## src/rtl/pulse_frame_checker_sat_counter.sv

```systemverilog
// sat_counter
// Saturating up-counter used for the frame checker status counters.
// Ports:
//   clk   in  1  rising-edge clock
//   reset in  1  synchronous active-high reset, clears q
//   clr   in  1  synchronous clear; takes priority over inc
//   inc   in  1  count enable; ignored once q is all-ones
//   q     out W  registered count value
module sat_counter #(
  parameter int W = 8
) (
  input  logic         clk,
  input  logic         reset,
  input  logic         clr,
  input  logic         inc,
  output logic [W-1:0] q
);

  localparam logic [W-1:0] CNT_ZERO = {W{1'b0}};
  localparam logic [W-1:0] CNT_MAX  = {W{1'b1}};
  localparam logic [W-1:0] CNT_ONE  = W'(1);

  logic [W-1:0] q_r;

  // Count register: clear beats increment, and the count sticks at all-ones.
  always_ff @(posedge clk) begin
    if (reset) begin
      q_r <= CNT_ZERO;
    end else if (clr) begin
      q_r <= CNT_ZERO;
    end else if (inc && (q_r != CNT_MAX)) begin
      q_r <= q_r + CNT_ONE;
    end else begin
      q_r <= q_r;
    end
  end

  assign q = q_r;

endmodule

```

## config.mk

```make
export PLATFORM = sky130hd
export DESIGN_NAME = sat_counter
export DESIGN_NICKNAME = d
export VERILOG_FILES = /design/src/rtl/pulse_frame_checker_sat_counter.sv
export SDC_FILE = /design/constraint.sdc
export NUM_CORES = 1
export LEC_CHECK = 0
export ABC_AREA = 1
export CAP_MARGIN = 30
export CORE_AREA = 2 2 39 41
export CTS_CLUSTER_DIAMETER = 80
export DETAILED_ROUTE_END_ITERATION = 10
export DIE_AREA = 0 0 41 43
export GPL_TIMING_DRIVEN = 0
export HOLD_SLACK_MARGIN = 0.15
export PLACE_DENSITY_LB_ADDON = 0.2
export SYNTH_ARGS = -nofsm -noshare
export SYNTH_HDL_FRONTEND = slang
export SYNTH_SLANG_ARGS = --single-unit
```

## constraint.sdc

```tcl
create_clock -name clk -period 1.8 [get_ports clk]
set_input_delay 0.27 -clock clk [delete_from_list [all_inputs] [get_ports clk]]
set_output_delay 0.27 -clock clk [all_outputs]
set_load 0.02 [all_outputs]
```

== After elaboration in Yosys (flattened, before gate mapping) ==
Index checks and enable logic that the tools add are counted.

* Output and inout port bits: 8
* Word-level logic and storage cells: 5
* Bits in registers: 8
* Input port bits: 4

* Reduce and logical (&&, ||, !) cells: 2
* $add $sub $neg: 1
* Eq/ne operators: 1

{| class="wikitable"
|+ Operator list
! operator !! number
|-
| adder 8 x 1 -> 8 bit (second input constant) || 1
|-
| != test 8 bit (second input constant) || 1
|-
| OR reduction 2 bit || 1
|-
| logical AND 1 bit || 1
|}

== Longest topological paths before layout ==
Gate-level depths: netlist (run 1).

* Depth in word-level cells: 2
* Gate-level depth with buffers: 7
* Mapped depth without buffers: 7

== Worst setup path after synthesis (run 1) ==
No wires, ideal clock.

* Kind: reg-to-reg
* Start point: reg q_r[0], in the netlist q[0]
* End point: reg q_r[0], in the netlist q[0]
* Path buffers: 0
* Arrival: 1.177 ns
* Required time: 1.685 ns
* Period minus slack after synthesis: 1.292 ns
* Library setup time: 0.115 ns
* Cell stages (with the launch flop): 7
* Setup slack: 0.508 ns
* Path through: dfxtp_1 ha_1 nand2_1 inv_2 nand3_4 a21oi_1 nor2_1

* Word-level cells in the longest chain between the ends: 2
* Elaborated cells on any way between the ends: 3
* Classes of those cells: add/sub: 1; eq/ne: 1; reduce/logical: 1

{| class="wikitable"
|+ RTL lines
! element !! RTL line !! RTL
|-
| start, declared || 23 || <nowiki>logic [W-1:0] q_r;</nowiki>
|-
| start signal, assigned || 32 || <nowiki>q_r <= q_r + CNT_ONE;</nowiki>
|-
| start signal, assigned || 34 || <nowiki>q_r <= q_r;</nowiki>
|-
| branches (longest 2 deep; another with adder 8 x 1 -> 8 bit) || -- ||
|}

Several ways; the timed one is not identified.
A chain may end at the register's enable or synchronous reset.

== Final worst setup path (run 1) ==
* Start point: reg q_r[0], in the netlist q[0]
* End point: out q[0]

{| class="wikitable"
|+ RTL lines
! element !! RTL line !! RTL
|-
| end, declared || 16 || <nowiki>output logic [W-1:0] q</nowiki>
|}

No word-level cell between the ends.

==> impl_metrics.yaml, run 1 <==
floorplanning:
  dieWidth_um: 41
  io_pins: 12
  die_y_um: 43
  rows: 14
  start_util_pct: 33.3
  core_area_um2: 1380
  die_area_um2: 1760
finish:
  fin_nets: 94
  largest_reg_flops: 8
  final_common_cell: "nand2_1"
  drive_above_1_share_pct: 9.20
  n_antenna_cell: 0
  design_area_um2: 613
  area_growth_syn_to_layout_pct: 33.2
  final.fill_count: 156
  final_cell_mix: "18 x nand2_1, 15 x nor2_1, 11 x clkdlybuf4s50_1"
worst_setup_path:
  crit_fanout: 6
  path_buf_inv: 1
  crit_chain: "clkdlybuf4s50_1"
  crit_slowest_cell: "clkdlybuf4s50_1"
  path_delay_family: "buffers and inverters"
  cp_data_arrival_time_ns: 1.29
  crit_type: "reg -> out"
  crit_path_end_kind: "primary output"
  max_stage_delay_ns: 0.63
  critPathRequiredTime_ns: 1.53
  startpoint_type: "flip-flop"
synthesis:
  yosys.area.top_type: "dfxtp_1"
  synthesis.instances: 73
  synth.avg_cell_area_um2: 6.31
  ys_seq_area_share_pct: 34.8
  synthDistinctLibCells: 14
  yosys-top-cells-area: "dfxtp_1 35%, nand2_1 15%, nor2_1 12%, nand3_1 9.8%, a21oi_1 6.5%"
  synth_area_um2: 460
  yosys_warnings: 0
  syn_nets: 78
  synth_seq_cells: 8
  synth_top_area_share_pct: 34.8
routing:
  dr.pass1.iters: 4
  routedWlPerCell_um: 9.20
  drc: 0
  postRouteAntennaNets: 0
  drtIter0Drc: 4
  routed_wl_um: 948
  dr_total_vias: 468
  routed_via_density: 4.54
power:
  power_leakage_nw: 0.243
  power.density_nw_per_um2: 590
  ir_drop_uv: 236
sta:
  skew_ns: 0.000566
  tns_ns: 0
  slew_violations: 0
  min_period_ns: 1.56
  fmax_mhz: 640
  rsz0062_at_grt: "no"
  worstMarginPinSlew_ns: 0.531
  post-route-period-util_pct: 86.8
  setup_viol: 0
  relSlewSlack_pct: 64.5
  hold_viol: 0
clock_network:
  clkTransAtPathRegs_ns: 0.05
  cts_buffers: 3
  cts_setup_buffers: 0
  cts_tree: "done"
  cts.sinks: 8
  hold_buffers: 0
  cts_max_path_buffers: 2
  clockRootBuffer: "clkbuf_4"
  htree_levels: 1
  cts_resized: 0
  clock_latency_ns: 0.25
placement:
  portBuffers: 11
  placed_area_um2: 591
  gp_congestion: 0.686
  dp_hpwl_um: 736
grt:
  grt_max_degree: 11
  grt_pass1_wl_um: 1630
  grt_use_total_pct: 13.3
  grt_pass1_vias: 405
  antenna_found_initial: 0
  grt.overflow.total: 0
outcome:
  outcome: "finished, final reports clean"
hold_path:
  hold_class: "reg -> reg"
flow_run:
  maxCapViolCount: 0
==> path summary, 6_finish.rpt <==
kind	slack (ns)	startpoint	endpoint	cells past startpoint
worst min register to register	0.50	q[6]	q[6]	2
worst min-delay path	0.50	q[6]	q[6]	2
worst max-delay path	0.24	q[0]	q[0]	1
worst max register to register	0.53	q[0]	q[1]	6
==> per-layer routing <==
layer | part of all wire [%] | up-vias | wire length [µm] | GRT usage, %
li1 | - | 259 | - | -
met1 | 50 | 199 | 478 | 17.9
met4 | 0.95 | 0 | 9 | 8.00
met3 | 4.6 | 2 | 44 | 3.14
met2 | 44 | 8 | 416 | 18.4
met5 | 0 | - | 0 | 0
==> through the flow <==
step           utilization, %  total power, W  worst slack (ns)  std cells  hold WS (ns)
6_report                 44.3        0.000362             0.238        103         0.500
2_1_floorplan               -        0.000212             0.508         73         0.489
4_1_cts                  44.3        0.000369             0.218        103         0.510
5_1_grt                  44.3        0.000383             0.161        103         0.546
3_3_place_gp             42.7        0.000230             0.264        100         0.502
3_5_place_dp             42.7        0.000231             0.254        100         0.501
==> cell families after synthesis <==
logic type,share of synthesized area [%]
compound gates,8.70
fa+ha+maj,2.72
buf+inv,8.15
flops,34.8
simple gates,45.7
==> final cells by class <==
class | instances | area (µm²) | area share, %
plain buffers | 1 | 3.75 | 0.612
multi-input cells | 55 | 263 | 42.9
well taps | 16 | 20.0 | 3.27
flip-flops and latches | 8 | 160 | 26.1
repair buffers | 11 | 110 | 18.0
inverters | 9 | 33.8 | 5.51
clock buffers | 3 | 22.5 | 3.67
==> synth_stat cells, drive strengths merged <==
| cell | number |
|---|---|
| ha | 1 |
| o21ai | 2 |
| inv | 9 |
| a21oi | 6 |
| nor2 | 16 |
| nand3 | 10 |
| dfxtp | 8 |
| nand2 | 19 |
| clkbuf | 1 |
| nand4 | 1 |
==> where the power goes <==
group / internal (W) / switching (W)
Combinational: 0.0000195 / 0.0000215
Sequential: 0.000181 / 0.00000471
Clock: 0.0000762 / 0.0000591
Total: 0.000276 / 0.0000854
Note: power is estimated with default switching activity, not from simulation.
==> run 2, diff against run 1 <==
--- a/config.mk
+++ b/config.mk
@@ -7,10 +7,13 @@
 export LEC_CHECK = 0
 export ABC_AREA = 1
 export CAP_MARGIN = 30
-export CORE_AREA = 2 2 39 41
+export CELL_PAD_IN_SITES_DETAIL_PLACEMENT = 0
+export CELL_PAD_IN_SITES_GLOBAL_PLACEMENT = 1
+export CORE_MARGIN = 2
+export CORE_UTILIZATION = 32
 export CTS_CLUSTER_DIAMETER = 80
+export CTS_CLUSTER_SIZE = 14
 export DETAILED_ROUTE_END_ITERATION = 10
-export DIE_AREA = 0 0 41 43
 export GPL_TIMING_DRIVEN = 0
 export HOLD_SLACK_MARGIN = 0.15
 export PLACE_DENSITY_LB_ADDON = 0.2
==> run 2 against run 1 <==
Compared with the run above:
- via count is 5.3% higher
- register-to-register slack about the same
- largest power group unchanged
- clock skew grew 0.0029 ns
- routed wire length is 2.8% higher
- first-iteration DRC count increased by 100%
- core utilization is 2.1 points higher
- design area is 0.20% lower
==> impl_metrics.yaml, run 2 (synthesis gave the netlist of run 1 again) <==
outcome:
  outcome: "finished, final reports clean"
sta:
  hold_viol: 0
  fin_ws_ns: 0.225
  hold_slack_ns: 0.500
  fmax_mhz: 635
  setup_viol: 0
  tns_ns: 0
  skew_ns: 0.00343
  min_period_ns: 1.58
  rsz0062_at_grt: "no"
  relSlewSlack_pct: 64.6
  worstMarginPinSlew_ns: 0.529
  slew_violations: 0
  post-route-period-util_pct: 87.5
clock_network:
  htree_levels: 1
  cts_max_path_buffers: 2
  cts.sinks: 8
  cts_tree: "done"
  cts_buffers: 3
  cts_resized: 0
  clockRootBuffer: "clkbuf_4"
  clock_latency_ns: 0.25
  cts_setup_buffers: 0
  hold_buffers: 0
  clkTransAtPathRegs_ns: 0.05
worst_setup_path:
  crit_cells: 1
  critPathRequiredTime_ns: 1.53
  path_buf_inv: 1
  startpoint_type: "flip-flop"
  crit_slowest_cell: "clkdlybuf4s50_1"
  crit_chain: "clkdlybuf4s50_1"
  max_stage_delay_ns: 0.64
  crit_fanout: 6
  crit_path_end_kind: "primary output"
  r2r_slack_ns: 0.53
  path_delay_family: "buffers and inverters"
  cp_data_arrival_time_ns: 1.31
  crit_type: "reg -> out"
  r2r_cells: 6
finish:
  largest_reg_flops: 8
  final_common_cell: "nand2_1"
  n_antenna_cell: 0
  drive_above_1_share_pct: 9.20
  fin_nets: 94
  design_area_um2: 612
  area_growth_syn_to_layout_pct: 32.9
  utilization_pct: 46.4
  final_cell_mix: "18 x nand2_1, 15 x nor2_1, 11 x clkdlybuf4s50_1"
power:
  power_leakage_nw: 0.243
  ir_drop_uv: 290
  power.density_nw_per_um2: 596
routing:
  dr_total_vias: 493
  dr.pass1.iters: 4
  routedWlPerCell_um: 9.56
  drc: 0
  postRouteAntennaNets: 0
  drtIter0Drc: 8
  routed_wl_um: 975
  routed_via_density: 4.83
grt:
  grt_use_total_pct: 12.3
  grt_pass1_vias: 360
  grt.overflow.total: 0
  antenna_found_initial: 0
  grt_pass1_wl_um: 1600
  grt_max_degree: 11
hold_path:
  hold_class: "reg -> reg"
  whs_path_depth: 2
placement:
  gp_congestion: 0.701
  dp_hpwl_um: 729
  placed_area_um2: 589
  portBuffers: 11
  dp_slack_ns: 0.272
floorplanning:
  start_util_pct: 34.9
  rows: 13
  die_y_um: 41.9
  io_pins: 12
  core_area_um2: 1320
  dieWidth_um: 41.9
  die_area_um2: 1760
flow_run:
  maxCapViolCount: 0
run 2: cell counts in the layout (fill, tap and decap cells not counted):
Identical to the previous run, type by type.
run 2: worst paths after layout:
kind / from / endpoint
worst max-delay path: q[0] / q[0]
worst min-delay path: q[6] / q[6]
worst max register to register: q[0] / q[1]
worst min register to register: q[6] / q[6]
run 2: routing by layer:
metal	GRT usage (%)	part of all wire, %
met3	3.91	6.1
met1	18.1	49
met4	7.74	1.9
met5	0	0
met2	14.7	42
run 2: report_power, final:
part / leakage, nW / switching (W) / internal, W
sequential: 0.0649 / 0.00000477 / 0.000181
clock: 0.0138 / 0.0000617 / 0.0000763
combinational: 0.165 / 0.0000217 / 0.0000195
run 2: through the flow:
step	power, W	std cells
after floorplan	0.000212	73
after global placement	0.000231	99
after detailed placement	0.000231	99
after CTS	0.000371	102
after global routing	0.000388	102
final	0.000365	102
run 2: cell type report:
| type | count | area (µm²) |
|---|---|---|
| Multi-Input combinational cell | 55 | 263 |
| Sequential cell | 8 | 160 |
| Timing Repair Buffer | 11 | 110 |
| Buffer | 1 | 3.75 |
| Fill cell | 152 | 706 |
| Clock buffer | 3 | 22.5 |
| Tap cell | 15 | 18.8 |
| Inverter | 9 | 33.8 |
